File: src/rtl/bldc_gate_supervisor.sv
// BLDC gate-driver supervisor.
// Sequences bootstrap precharge, run, fault handling, cooldown and lockout.
// Driver fault and overcurrent inputs are synchronized before use.
// Overcurrent must persist for OC_FILTER samples before it counts.
// Every output is a register driven from the next state.
module bldc_gate_supervisor #(
    parameter int PRECHARGE_CYCLES = 5400,
    parameter int COOLDOWN_CYCLES  = 540000,
    parameter int MAX_RETRIES      = 3,
    parameter int OC_FILTER        = 4
) (
    input  logic                               pclk,
    input  logic                               prst,
    input  logic                               enable_req,
    input  logic                               clear_lockout,
    input  logic                               fault_n,
    input  logic                               overcurrent_n,
    output logic                               gate_enable,
    output logic                               precharge,
    output logic                               pwm_allow,
    output logic [2:0]                         state,
    output logic [$clog2(MAX_RETRIES+1)-1:0]   retry_count,
    output logic                               lockout,
    output logic [1:0]                         fault_cause
);

    // One timer serves precharge, cooldown and clean-run measurement,
    // so it is sized for the longer of the two durations.
    localparam int TMR_MAX = (PRECHARGE_CYCLES > COOLDOWN_CYCLES) ? PRECHARGE_CYCLES : COOLDOWN_CYCLES;
    localparam int TW      = $clog2(TMR_MAX + 1);
    localparam int RW      = $clog2(MAX_RETRIES + 1);
    localparam int OW      = $clog2(OC_FILTER + 1);

    localparam logic [TW-1:0] PRE_LAST    = TW'(PRECHARGE_CYCLES - 1);
    localparam logic [TW-1:0] COOL_LAST   = TW'(COOLDOWN_CYCLES - 1);
    localparam logic [RW-1:0] RETRY_MAX   = RW'(MAX_RETRIES);
    localparam logic [OW-1:0] OC_QUAL_CNT = OW'(OC_FILTER - 1);
    localparam logic [OW-1:0] OC_SAT      = OW'(OC_FILTER);

    localparam logic [2:0] ST_IDLE      = 3'd0;
    localparam logic [2:0] ST_PRECHARGE = 3'd1;
    localparam logic [2:0] ST_RUN       = 3'd2;
    localparam logic [2:0] ST_FAULT     = 3'd3;
    localparam logic [2:0] ST_COOLDOWN  = 3'd4;
    localparam logic [2:0] ST_LOCKOUT   = 3'd5;

    logic [1:0]    fault_sync;
    logic [1:0]    oc_sync;
    logic [OW-1:0] oc_cnt;
    logic [TW-1:0] timer;
    logic [TW-1:0] next_timer;
    logic [2:0]    next_state;
    logic          fault_qual;
    logic          oc_qual;
    logic          any_fault;

    // Two-flop synchronizers; idle level is high (inactive).
    always_ff @(posedge pclk) begin
        if (prst) begin
            fault_sync <= 2'b11;
            oc_sync    <= 2'b11;
        end else begin
            fault_sync <= {fault_sync[0], fault_n};
            oc_sync    <= {oc_sync[0], overcurrent_n};
        end
    end

    // Counts earlier consecutive low overcurrent samples, saturating.
    always_ff @(posedge pclk) begin
        if (prst) begin
            oc_cnt <= '0;
        end else if (oc_sync[1]) begin
            oc_cnt <= '0;
        end else if (oc_cnt != OC_SAT) begin
            oc_cnt <= oc_cnt + OW'(1);
        end
    end

    // The current low sample qualifies once the earlier low samples
    // plus this one reach OC_FILTER.
    assign fault_qual = ~fault_sync[1];
    assign oc_qual    = ~oc_sync[1] && (oc_cnt >= OC_QUAL_CNT);
    assign any_fault  = fault_qual | oc_qual;

    // Next-state and timer selection; faults outrank enable_req in active states.
    always_comb begin
        next_state = state;
        next_timer = timer;
        case (state)
            ST_IDLE: begin
                next_timer = '0;
                if (enable_req && !any_fault) begin
                    next_state = ST_PRECHARGE;
                end
            end
            ST_PRECHARGE: begin
                if (any_fault) begin
                    next_state = ST_FAULT;
                    next_timer = '0;
                end else if (!enable_req) begin
                    next_state = ST_IDLE;
                    next_timer = '0;
                end else if (timer == PRE_LAST) begin
                    next_state = ST_RUN;
                    next_timer = '0;
                end else begin
                    next_timer = timer + TW'(1);
                end
            end
            ST_RUN: begin
                if (any_fault) begin
                    next_state = ST_FAULT;
                    next_timer = '0;
                end else if (!enable_req) begin
                    next_state = ST_IDLE;
                    next_timer = '0;
                end else if (timer != COOL_LAST) begin
                    next_timer = timer + TW'(1);
                end
            end
            ST_FAULT: begin
                next_timer = '0;
                if (retry_count == RETRY_MAX) begin
                    next_state = ST_LOCKOUT;
                end else begin
                    next_state = ST_COOLDOWN;
                end
            end
            ST_COOLDOWN: begin
                if (timer == COOL_LAST) begin
                    next_timer = '0;
                    if (!enable_req) begin
                        next_state = ST_IDLE;
                    end else if (!any_fault) begin
                        next_state = ST_PRECHARGE;
                    end
                end else begin
                    next_timer = timer + TW'(1);
                end
            end
            ST_LOCKOUT: begin
                next_timer = '0;
                if (clear_lockout) begin
                    next_state = ST_IDLE;
                end
            end
            default: begin
                next_state = ST_IDLE;
                next_timer = '0;
            end
        endcase
    end

    // State, timer and registered outputs, all following the next state.
    always_ff @(posedge pclk) begin
        if (prst) begin
            state       <= ST_IDLE;
            timer       <= '0;
            gate_enable <= 1'b0;
            precharge   <= 1'b0;
            pwm_allow   <= 1'b0;
            retry_count <= '0;
            lockout     <= 1'b0;
            fault_cause <= 2'b00;
        end else begin
            state       <= next_state;
            timer       <= next_timer;
            gate_enable <= (next_state == ST_PRECHARGE) || (next_state == ST_RUN);
            precharge   <= (next_state == ST_PRECHARGE);
            pwm_allow   <= (next_state == ST_RUN);
            lockout     <= (next_state == ST_LOCKOUT);

            if (state == ST_LOCKOUT && clear_lockout) begin
                retry_count <= '0;
            end else if (state == ST_FAULT && retry_count != RETRY_MAX) begin
                retry_count <= retry_count + RW'(1);
            end else if (state == ST_RUN && timer == COOL_LAST) begin
                retry_count <= '0;
            end

            if (next_state == ST_FAULT) begin
                fault_cause <= fault_cause | {oc_qual, fault_qual};
            end else if (clear_lockout) begin
                fault_cause <= 2'b00;
            end
        end
    end

endmodule

File: config.mk
export PLATFORM = sky130hd
export DESIGN_NAME = bldc_gate_supervisor
export DESIGN_NICKNAME = d
export VERILOG_FILES = /design/src/rtl/bldc_gate_supervisor.sv
export SDC_FILE = /design/constraint.sdc
export NUM_CORES = 1
export LEC_CHECK = 0
export BUFFER_PORTS_ARGS = -buffer_cell sky130_fd_sc_hd__buf_2
export CORE_ASPECT_RATIO = 0.9
export CORE_UTILIZATION = 39
export CTS_CLUSTER_DIAMETER = 50
export CTS_CLUSTER_SIZE = 8
export DETAILED_ROUTE_END_ITERATION = 16
export GPL_ROUTABILITY_DRIVEN = 0
export SKIP_LAST_GASP = 1
export SYNTH_ARGS = -nofsm -noshare
export SYNTH_HDL_FRONTEND = slang
export SYNTH_SLANG_ARGS = --single-unit
File: constraint.sdc
create_clock -name pclk -period 2.4 [get_ports pclk]
set_input_delay 0.36 -clock pclk [delete_from_list [all_inputs] [get_ports pclk]]
set_output_delay 0.36 -clock pclk [all_outputs]
set_load 0.005 [all_outputs]
-- After elaboration in Yosys (flattened, before gate mapping)
Cells that the tools add are included.
- register bits: 38
- output and inout port bits: 11
- logic and storage cells: 71
- add/subtract/negate cells: 3
- $lt $le $gt $ge: 1
- equality and inequality tests: 16
- multiplexer cells: 24
- bitwise operators: 4
- reductions and logical operators: 12
- operator list (kind ; number):
    20-bit two-way mux ; 7
    20-bit case mux with 3 select lines ; 1
    3-bit two-way mux ; 10
    20-bit by 1-bit adder with 20-bit output, second input constant ; 1
    20-bit by 13-bit == test with 1-bit output, second input constant ; 1
    20-bit == test, second input constant ; 1
    20-bit inequality test, second input constant ; 1
    3-bit case mux with 6 select lines ; 1
    3-bit by 2-bit == test with 1-bit output, second input constant ; 4
    3-bit == test, second input constant ; 3
    2-bit two-way mux ; 4
    3-bit by 1-bit == test with 1-bit output, second input constant ; 2
    1-bit logical AND ; 5
    4-bit inequality test, second input constant ; 1
    2-bit nonzero test ; 2
    2-bit OR reduction ; 2
    3-bit by 1-bit adder with 3-bit output, second input constant ; 1
    3-bit by 2-bit greater-or-equal comparator with 1-bit output, second input constant ; 1
    3-bit logical NOT ; 1
    3-bit inequality test, second input constant ; 1
    2-bit by 1-bit adder with 2-bit output, second input constant ; 1
    2-bit == test, second input constant ; 1
    2-bit inequality test, second input constant ; 1
    1-bit inverter ; 2
    5 further kinds ; 5

-- Logic depth before layout (Yosys ltp)
Gate-level depths: netlist (run 1).
- depth after elaboration: 9
- gate-level depth with buffers: 9

-- Least setup slack after synthesis (run 1)
No wires, ideal clock.
- kind: reg-to-reg
- from: register oc_cnt[0]
- to: register precharge
- setup time: 0.073 ns
- arrival time: 2.061 ns
- data required time: 2.327 ns
- path slack: 0.267 ns
- stages on the path, launching flop included: 9
- clock period less this slack: 2.133 ns
- cell sequence: dfxtp_1 ha_1 ha_1 a211o_1 a21bo_1 a2111oi_0 o21ai_0 or2_1 nor3b_2
- longest elaborated chain between the ends: 8
- elaborated cells between the ends (all ways): 13
- those cells by class: 1 x order compare; 1 x eq/ne; 7 x mux; 1 x bitwise; 3 x reduce/logical
- ends and longest elaborated chain (element ; line ; RTL):
    from (decl) ; 49 ; logic [OW-1:0] oc_cnt;
    from (signal assigned) ; 75 ; oc_cnt <= oc_cnt + OW'(1);
    3-bit by 2-bit greater-or-equal comparator with 1-bit output (*) ; 82 ; assign oc_qual = ~oc_sync[1] && (oc_cnt >= OC_QUAL_CNT);
    1-bit logical AND (*) ; 82 ;
    1-bit OR (*) ; 83 ; assign any_fault = fault_qual | oc_qual;
    3-bit two-way mux / 1-bit logical NOT (equally long branches) ; - ;
    3-bit two-way mux / 1-bit logical AND (equally long branches) ; 132, 92 ;
    3-bit two-way mux, on equally long branches ; 130, 92 ;
    3-bit case mux with 6 select lines (*) ; 89 ; case (state)
    3-bit by 1-bit == test with 1-bit output (*) ; 169 ; precharge <= (next_state == ST_PRECHARGE);
    to (signal assigned) ; 169 ;
    to (decl) ; 19 ; output logic precharge,
Every way passes the cells marked *; elsewhere a longest branch is shown, timed or not.
A chain may end at the register's enable or synchronous reset.

-- Worst setup path after layout (run 1)
Ends and elaborated chain as after synthesis.

==> results.cfg, run 1 <==
[place]
dp_hpwl_mm = 2.59
portBuffers = 16

[status]
outcome = finished, final reports clean

[global_route]
grt_pass1_vias = 1336
overflow = 0
grt_antenna_before_repair = 0
grt_max_degree = 21
grt_pass1_wl_mm = 5.99
grt_util_all_layers_pct = 15.8

[critical_path]
critPathRequiredTime_ns = 2.62
critPathTopFamily = compound AO/OA/AOI/OAI gates
max_stage_delay_ns = 0.38
reg2reg_depth = 8
critical_path_class = reg2reg
startpoint_type = flip-flop
path_cells = ha_1, ha_1, a211o_1, a21bo_2, a2111oi_2, o21ai_1, or2_1, nor3b_2
ff2ff_setup_slack_ns = 0.16
crit_slowest_cell = a2111oi_2
cpMostUsedCell = ha_1
crit_fanout = 5
cp.arrival_ns = 2.46
cp.depth = 8
critPathBufInv = 0
cp-end-kind = flip-flop

[sta]
final.setup.tns_ns = 0
relSlewSlack_pct = 69.0
max_freq_ghz = 0.447
drv_slew = 0
fin_skew_ns = 0.00421
finalSetupViolCount = 0
post-route-period-util_pct = 93.2
hold_ws_ns = 0.247
finalHoldViolCount = 0
fin_crit_ns = 2.24
tightest_slew_ns = 0.465

[floorplanning]
core_area_um2 = 4490
fp-row-count = 23
pin_count = 17
fp.dieW_um = 74.3
dieArea_um2 = 4990
fp.dieH_um = 67.1
initial_utilization_pct = 40.9

[drt]
postRouteAntennaNets = 0
first_pass_iters = 4
avgRoutedWirePerCell_um = 12.1
drt-met1-wl_mm = 1.81
drt_iter0_markers = 63
viasPerCell = 5.02
vias = 1476
wl_met2_mm = 1.57
highest_layer = met4
totalWireLength_mm = 3.57
route.detailed.drc = 0
wl_met3_um = 105

[cts]
clk_pin_slew_ns = 0.08
cts.sinks = 38
cts_root_buffer = clkbuf_8
cts-buffers-inserted = 5
cts_htree_levels = 2
cts_tree = done
ctsHoldBuffers = 0
cts_max_path_buffers = 2
clock_latency_ns = 0.29
cts_resized = 0
post-cts-setup-buffers = 0

[pwr]
power.total_mw = 1.16
peakVddDrop_v = 0.000228
power_density_nw_per_um2 = 552
p_leak_nw = 0.760

[final_layout]
num-nets-final = 242
layout-drive-gt1-share_pct = 18.5
fin_util_pct = 46.7
insertedDiodeCount = 0
area_growth_pct = 14.0

[logic_synthesis]
synth-simple-area-share_pct = 29.8
synth_cells = 211
synth-compound-area-share_pct = 12.7
synth_mux_area_share_pct = 1.09
synthAdderAreaFrac_pct = 3.41
synth.distinct_cells = 52
synthXorXnorAreaFrac_pct = 9.06
synth_nets = 222
syn-mean-instance-area_um2 = 8.71
yosys_warnings = 0
synth_area_um2 = 1840
yosysSeqAreaShare_pct = 41.4
synth_top_family_by_area = simple AND/OR/NAND/NOR gates
ys_ff_latch = 38

[job]
maxCapViolCount = 0

[worst_hold_path]
worstHoldPathType = in2reg
whs_path_depth = 2
-- Yosys cell counts (all sizes together) --
master | instances | area, µm²
nor4 | 1 | 6.26
nor2 | 36 | 143
a21o | 2 | 15.0
inv | 5 | 18.8
and2 | 2 | 12.5
and4bb | 1 | 12.5
dfxtp | 38 | 761
clkbuf | 5 | 18.8
or3b | 1 | 8.76
nand2 | 19 | 71.3
o211ai | 1 | 7.51
o21a | 1 | 7.51
nand4 | 6 | 37.5
a2111oi | 1 | 8.76
nor3b | 2 | 20.0
xnor2 | 9 | 78.8
a22oi | 1 | 7.51
o221a | 1 | 11.3
o21bai | 1 | 7.51
or4 | 1 | 11.3
nor4b | 2 | 38.8
mux2i | 2 | 20.0
a21oi | 8 | 43.8
nand3 | 6 | 35.0
and3 | 5 | 31.3
xor2 | 10 | 87.6
nor2b | 4 | 25.0
o2111ai | 1 | 8.76
a32oi | 2 | 17.5
o31ai | 1 | 7.51
a211oi | 2 | 15.0
a211o | 1 | 8.76
a311oi | 2 | 17.5
o21ai | 6 | 33.8
nor3 | 6 | 30.0
clkinv | 1 | 3.75
or3 | 2 | 12.5
buf | 1 | 5.00
ha | 5 | 62.6
nand3b | 1 | 7.51
nand2b | 1 | 6.26
or2 | 6 | 37.5
a31oi | 1 | 6.26
a21bo | 1 | 10.0
-- stage by stage --
step                area (µm²)  setup slack [ns]  instances
global route              2090           -0.0213        294
global placement          1990             0.146        286
CTS                       2090            0.0339        294
finish                    2090             0.163        294
floorplan                 1840             0.267        211
detailed placement        1990            0.0553        286
-- where the power goes --
part           switching [mW]  internal (mW)  total [mW]
Sequential            0.00892          0.639       0.648
Combinational          0.0283         0.0229      0.0512
Clock                   0.227          0.231       0.458
Total                   0.264          0.892        1.16
-- layout by cell type (no fill, tap or decap), drive strengths merged, types with 2 or more instances in the layout --
| master | count |
|---|---|
| a21o | 2 |
| clkbuf | 6 |
| or2 | 6 |
| nor3 | 6 |
| nor4b | 2 |
| xnor2 | 9 |
| and2 | 2 |
| inv | 5 |
| a21oi | 8 |
| a311oi | 2 |
| nand4 | 6 |
| mux2i | 2 |
| a211oi | 2 |
| nor2 | 36 |
| dfxtp | 38 |
| xor2 | 10 |
| buf | 19 |
| a32oi | 2 |
| or3 | 2 |
| and3 | 5 |
| nand2 | 19 |
| ha | 5 |
| clkinv | 2 |
| nor3b | 2 |
| o21ai | 6 |
| nand3 | 6 |
| nor2b | 4 |
-- logic make-up (layout without fill, tap and decap cells) --
kind of cell	count (synthesis)	in the layout
compound gates	33	33
xor+xnor	19	19
fa+ha+maj	5	5
buf+inv	12	33
flops	38	38
mux	2	2
simple gates	102	102
-- worst reg2reg max path, cell delays in order (launching register included) --
cell	delay (ns)
dfxtp_1	0.35
ha_1	0.21
ha_1	0.18
a211o_1	0.28
a21bo_2	0.27
a2111oi_2	0.38
o21ai_1	0.11
or2_1	0.24
nor3b_2	0.16
-- area by class of cell --
cell class | instances | area (µm²)
clock buffer | 6 | 82.6
clock inverter | 2 | 12.5
fill | 456 | 2390
inverter | 6 | 22.5
multi-input combinational | 161 | 1040
sequential | 38 | 761
tap | 62 | 77.6
timing repair buffer | 19 | 103
-- worst paths after layout --
check / from / endpoint
max: oc_cnt[0]$_SDFFE_PP0P_ / precharge$_SDFF_PP0_
min: overcurrent_n / oc_sync[0]$_SDFF_PP1_
max reg2reg: oc_cnt[0]$_SDFFE_PP0P_ / precharge$_SDFF_PP0_
min reg2reg: oc_sync[0]$_SDFF_PP1_ / oc_sync[1]$_SDFF_PP1_
-- state kept, by name, summed over array words and instances, names as in the netlist --
name         cells
fault_cause      2
fault_sync       2
gate_enable      1
lockout          1
oc_cnt           3
oc_sync          2
precharge        1
pwm_allow        1
retry_count      2
state            3
timer           20
-- per-layer routing --
layer | track usage [%] | up-vias
met1 | 21.2 | 665
met2 | 24.1 | 25
met5 | 0 | -
met3 | 3.63 | 11
li1 | - | 775
met4 | 7.08 | 0
Note: power is estimated with default switching activity, not from simulation.
==> run 2: changes to the inputs <==
Settings changed: CELL_PAD_IN_SITES_DETAIL_PLACEMENT set to 0, CELL_PAD_IN_SITES_GLOBAL_PLACEMENT set to 1, PLACE_DENSITY_LB_ADDON set to 0.1.
==> results.cfg, run 2 (synthesized netlist as in run 1, its figures left out) <==
[status]
outcome = finished, final reports clean

[floorplanning]
fp.dieW_um = 74.3
dieArea_um2 = 4990
fp-row-count = 23
core_area_um2 = 4490
initial_utilization_pct = 40.9
fp.dieH_um = 67.1
pin_count = 17

[sta]
finalHoldViolCount = 0
tightest_slew_ns = 0.413
drv_slew = 0
post-route-period-util_pct = 96.8
finalSetupViolCount = 0
fin_skew_ns = 0.00507
hold_ws_ns = 0.250
final.setup.tns_ns = 0
max_freq_ghz = 0.430
fin_crit_ns = 2.32
relSlewSlack_pct = 72.2

[drt]
totalWireLength_mm = 3.71
avgRoutedWirePerCell_um = 12.6
viasPerCell = 5.15
postRouteAntennaNets = 0
first_pass_iters = 4
drt_iter0_markers = 77
route.detailed.drc = 0
vias = 1515

[critical_path]
reg2reg_depth = 8
cp-end-kind = flip-flop
critical_path_class = reg2reg
path_cells = ha_1, ha_1, a211o_1, a21bo_1, a2111oi_2, o21ai_0, or2_1, nor3b_2
critPathRequiredTime_ns = 2.62
max_stage_delay_ns = 0.35
crit_slowest_cell = dfxtp_1
crit_fanout = 5
startpoint_type = flip-flop
cpMostUsedCell = ha_1
cp.arrival_ns = 2.54

[final_layout]
layout_commonest_cell = dfxtp_1
num-nets-final = 243
insertedDiodeCount = 0
area_growth_pct = 13.4
largest_reg_flops = 20
reg.largest.list = timer: 20 flops, oc_cnt: 3 flops, state: 3 flops
layout-drive-gt1-share_pct = 17.2
layout_common_cells = dfxtp_1, nor2_1, nand2_1
regMostFlops = timer

[global_route]
grt_pass1_vias = 1432
overflow = 0
grt_antenna_before_repair = 0
grt_util_all_layers_pct = 17.6
grt_max_degree = 21
grt_pass1_wl_mm = 6.54

[cts]
post-cts-setup-buffers = 0
clk_pin_slew_ns = 0.07
cts_htree_levels = 2
cts_root_buffer = clkbuf_8
cts_max_path_buffers = 2
cts-buffers-inserted = 5
clock_latency_ns = 0.29
cts.sinks = 38
cts_tree = done

[pwr]
p_leak_nw = 0.762
p_clk_share_pct = 36.9
switching_power_mw = 0.249
seqPwrFrac_pct = 57.8
peakVddDrop_v = 0.000316
comb_power_share_pct = 5.3
switching_share_pct = 22.4
power_density_nw_per_um2 = 534
p_int_mw = 0.864

[place]
dp_hpwl_mm = 2.75
portBuffers = 16

[worst_hold_path]
worstHoldPathType = in2reg
whs_path_depth = 2

[job]
maxCapViolCount = 0
run 2: layer usage:
metal	part of all wire [%]	track usage (%)	vias to the layer above
met1	52	23.8	708
met4	2.2	8.49	0
met3	2.9	4.08	8
met5	0	0	-
li1	-	-	776
met2	43	26.3	23
run 2: critical path, delay by kind of cell (launching register included):
kind	cells	cell delay [ns]
compound gates	4	1.10
simple gates	2	0.41
fa+ha+maj	2	0.40
flops	1	0.35
run 2: cell type report:
class | instances | area (µm²)
multi-input combinational | 161 | 1040
tap | 62 | 77.6
inverter | 6 | 22.5
timing repair buffer | 20 | 110
clock buffer | 7 | 76.3
sequential | 38 | 761
fill | 473 | 2410
run 2: repair_timing:
action / CTS / global route
hold buffers: 0 / 0
resized for setup: 0 / 2
endpoints found under the setup margin: 0 / 2
run 2: power by group through the flow:
stage               Combinational (mW)  Clock, mW  Sequential [mW]
global route                    0.0650      0.454            0.644
finish                          0.0586      0.411            0.643
CTS                             0.0577      0.424            0.643
global placement                0.0564          0            0.658
floorplan                       0.0358          0            0.658
detailed placement              0.0576          0            0.658
run 2: final timing paths:
check | startpoint | endpoint | slack (ns)
setup / recovery | oc_cnt[0]$_SDFFE_PP0P_ | precharge$_SDFF_PP0_ | 0.08
hold / removal | fault_n | fault_sync[0]$_SDFF_PP1_ | 0.25
setup reg to reg | oc_cnt[0]$_SDFFE_PP0P_ | precharge$_SDFF_PP0_ | 0.08
hold reg to reg | oc_sync[0]$_SDFF_PP1_ | oc_sync[1]$_SDFF_PP1_ | 0.41
run 2: stage by stage:
stage | cells | cell area, µm² | total power, mW | worst slack, ns | utilization (%)
finish | 294 | 2080 | 1.11 | 0.0767 | 46.4
global route | 294 | 2080 | 1.16 | -0.00773 | 46.4
CTS | 294 | 2080 | 1.13 | 0.0408 | 46.3
detailed placement | 287 | 2000 | 0.716 | 0.0703 | 44.6
global placement | 287 | 2000 | 0.714 | 0.139 | 44.6
floorplan | 211 | 1840 | 0.694 | 0.267 | -
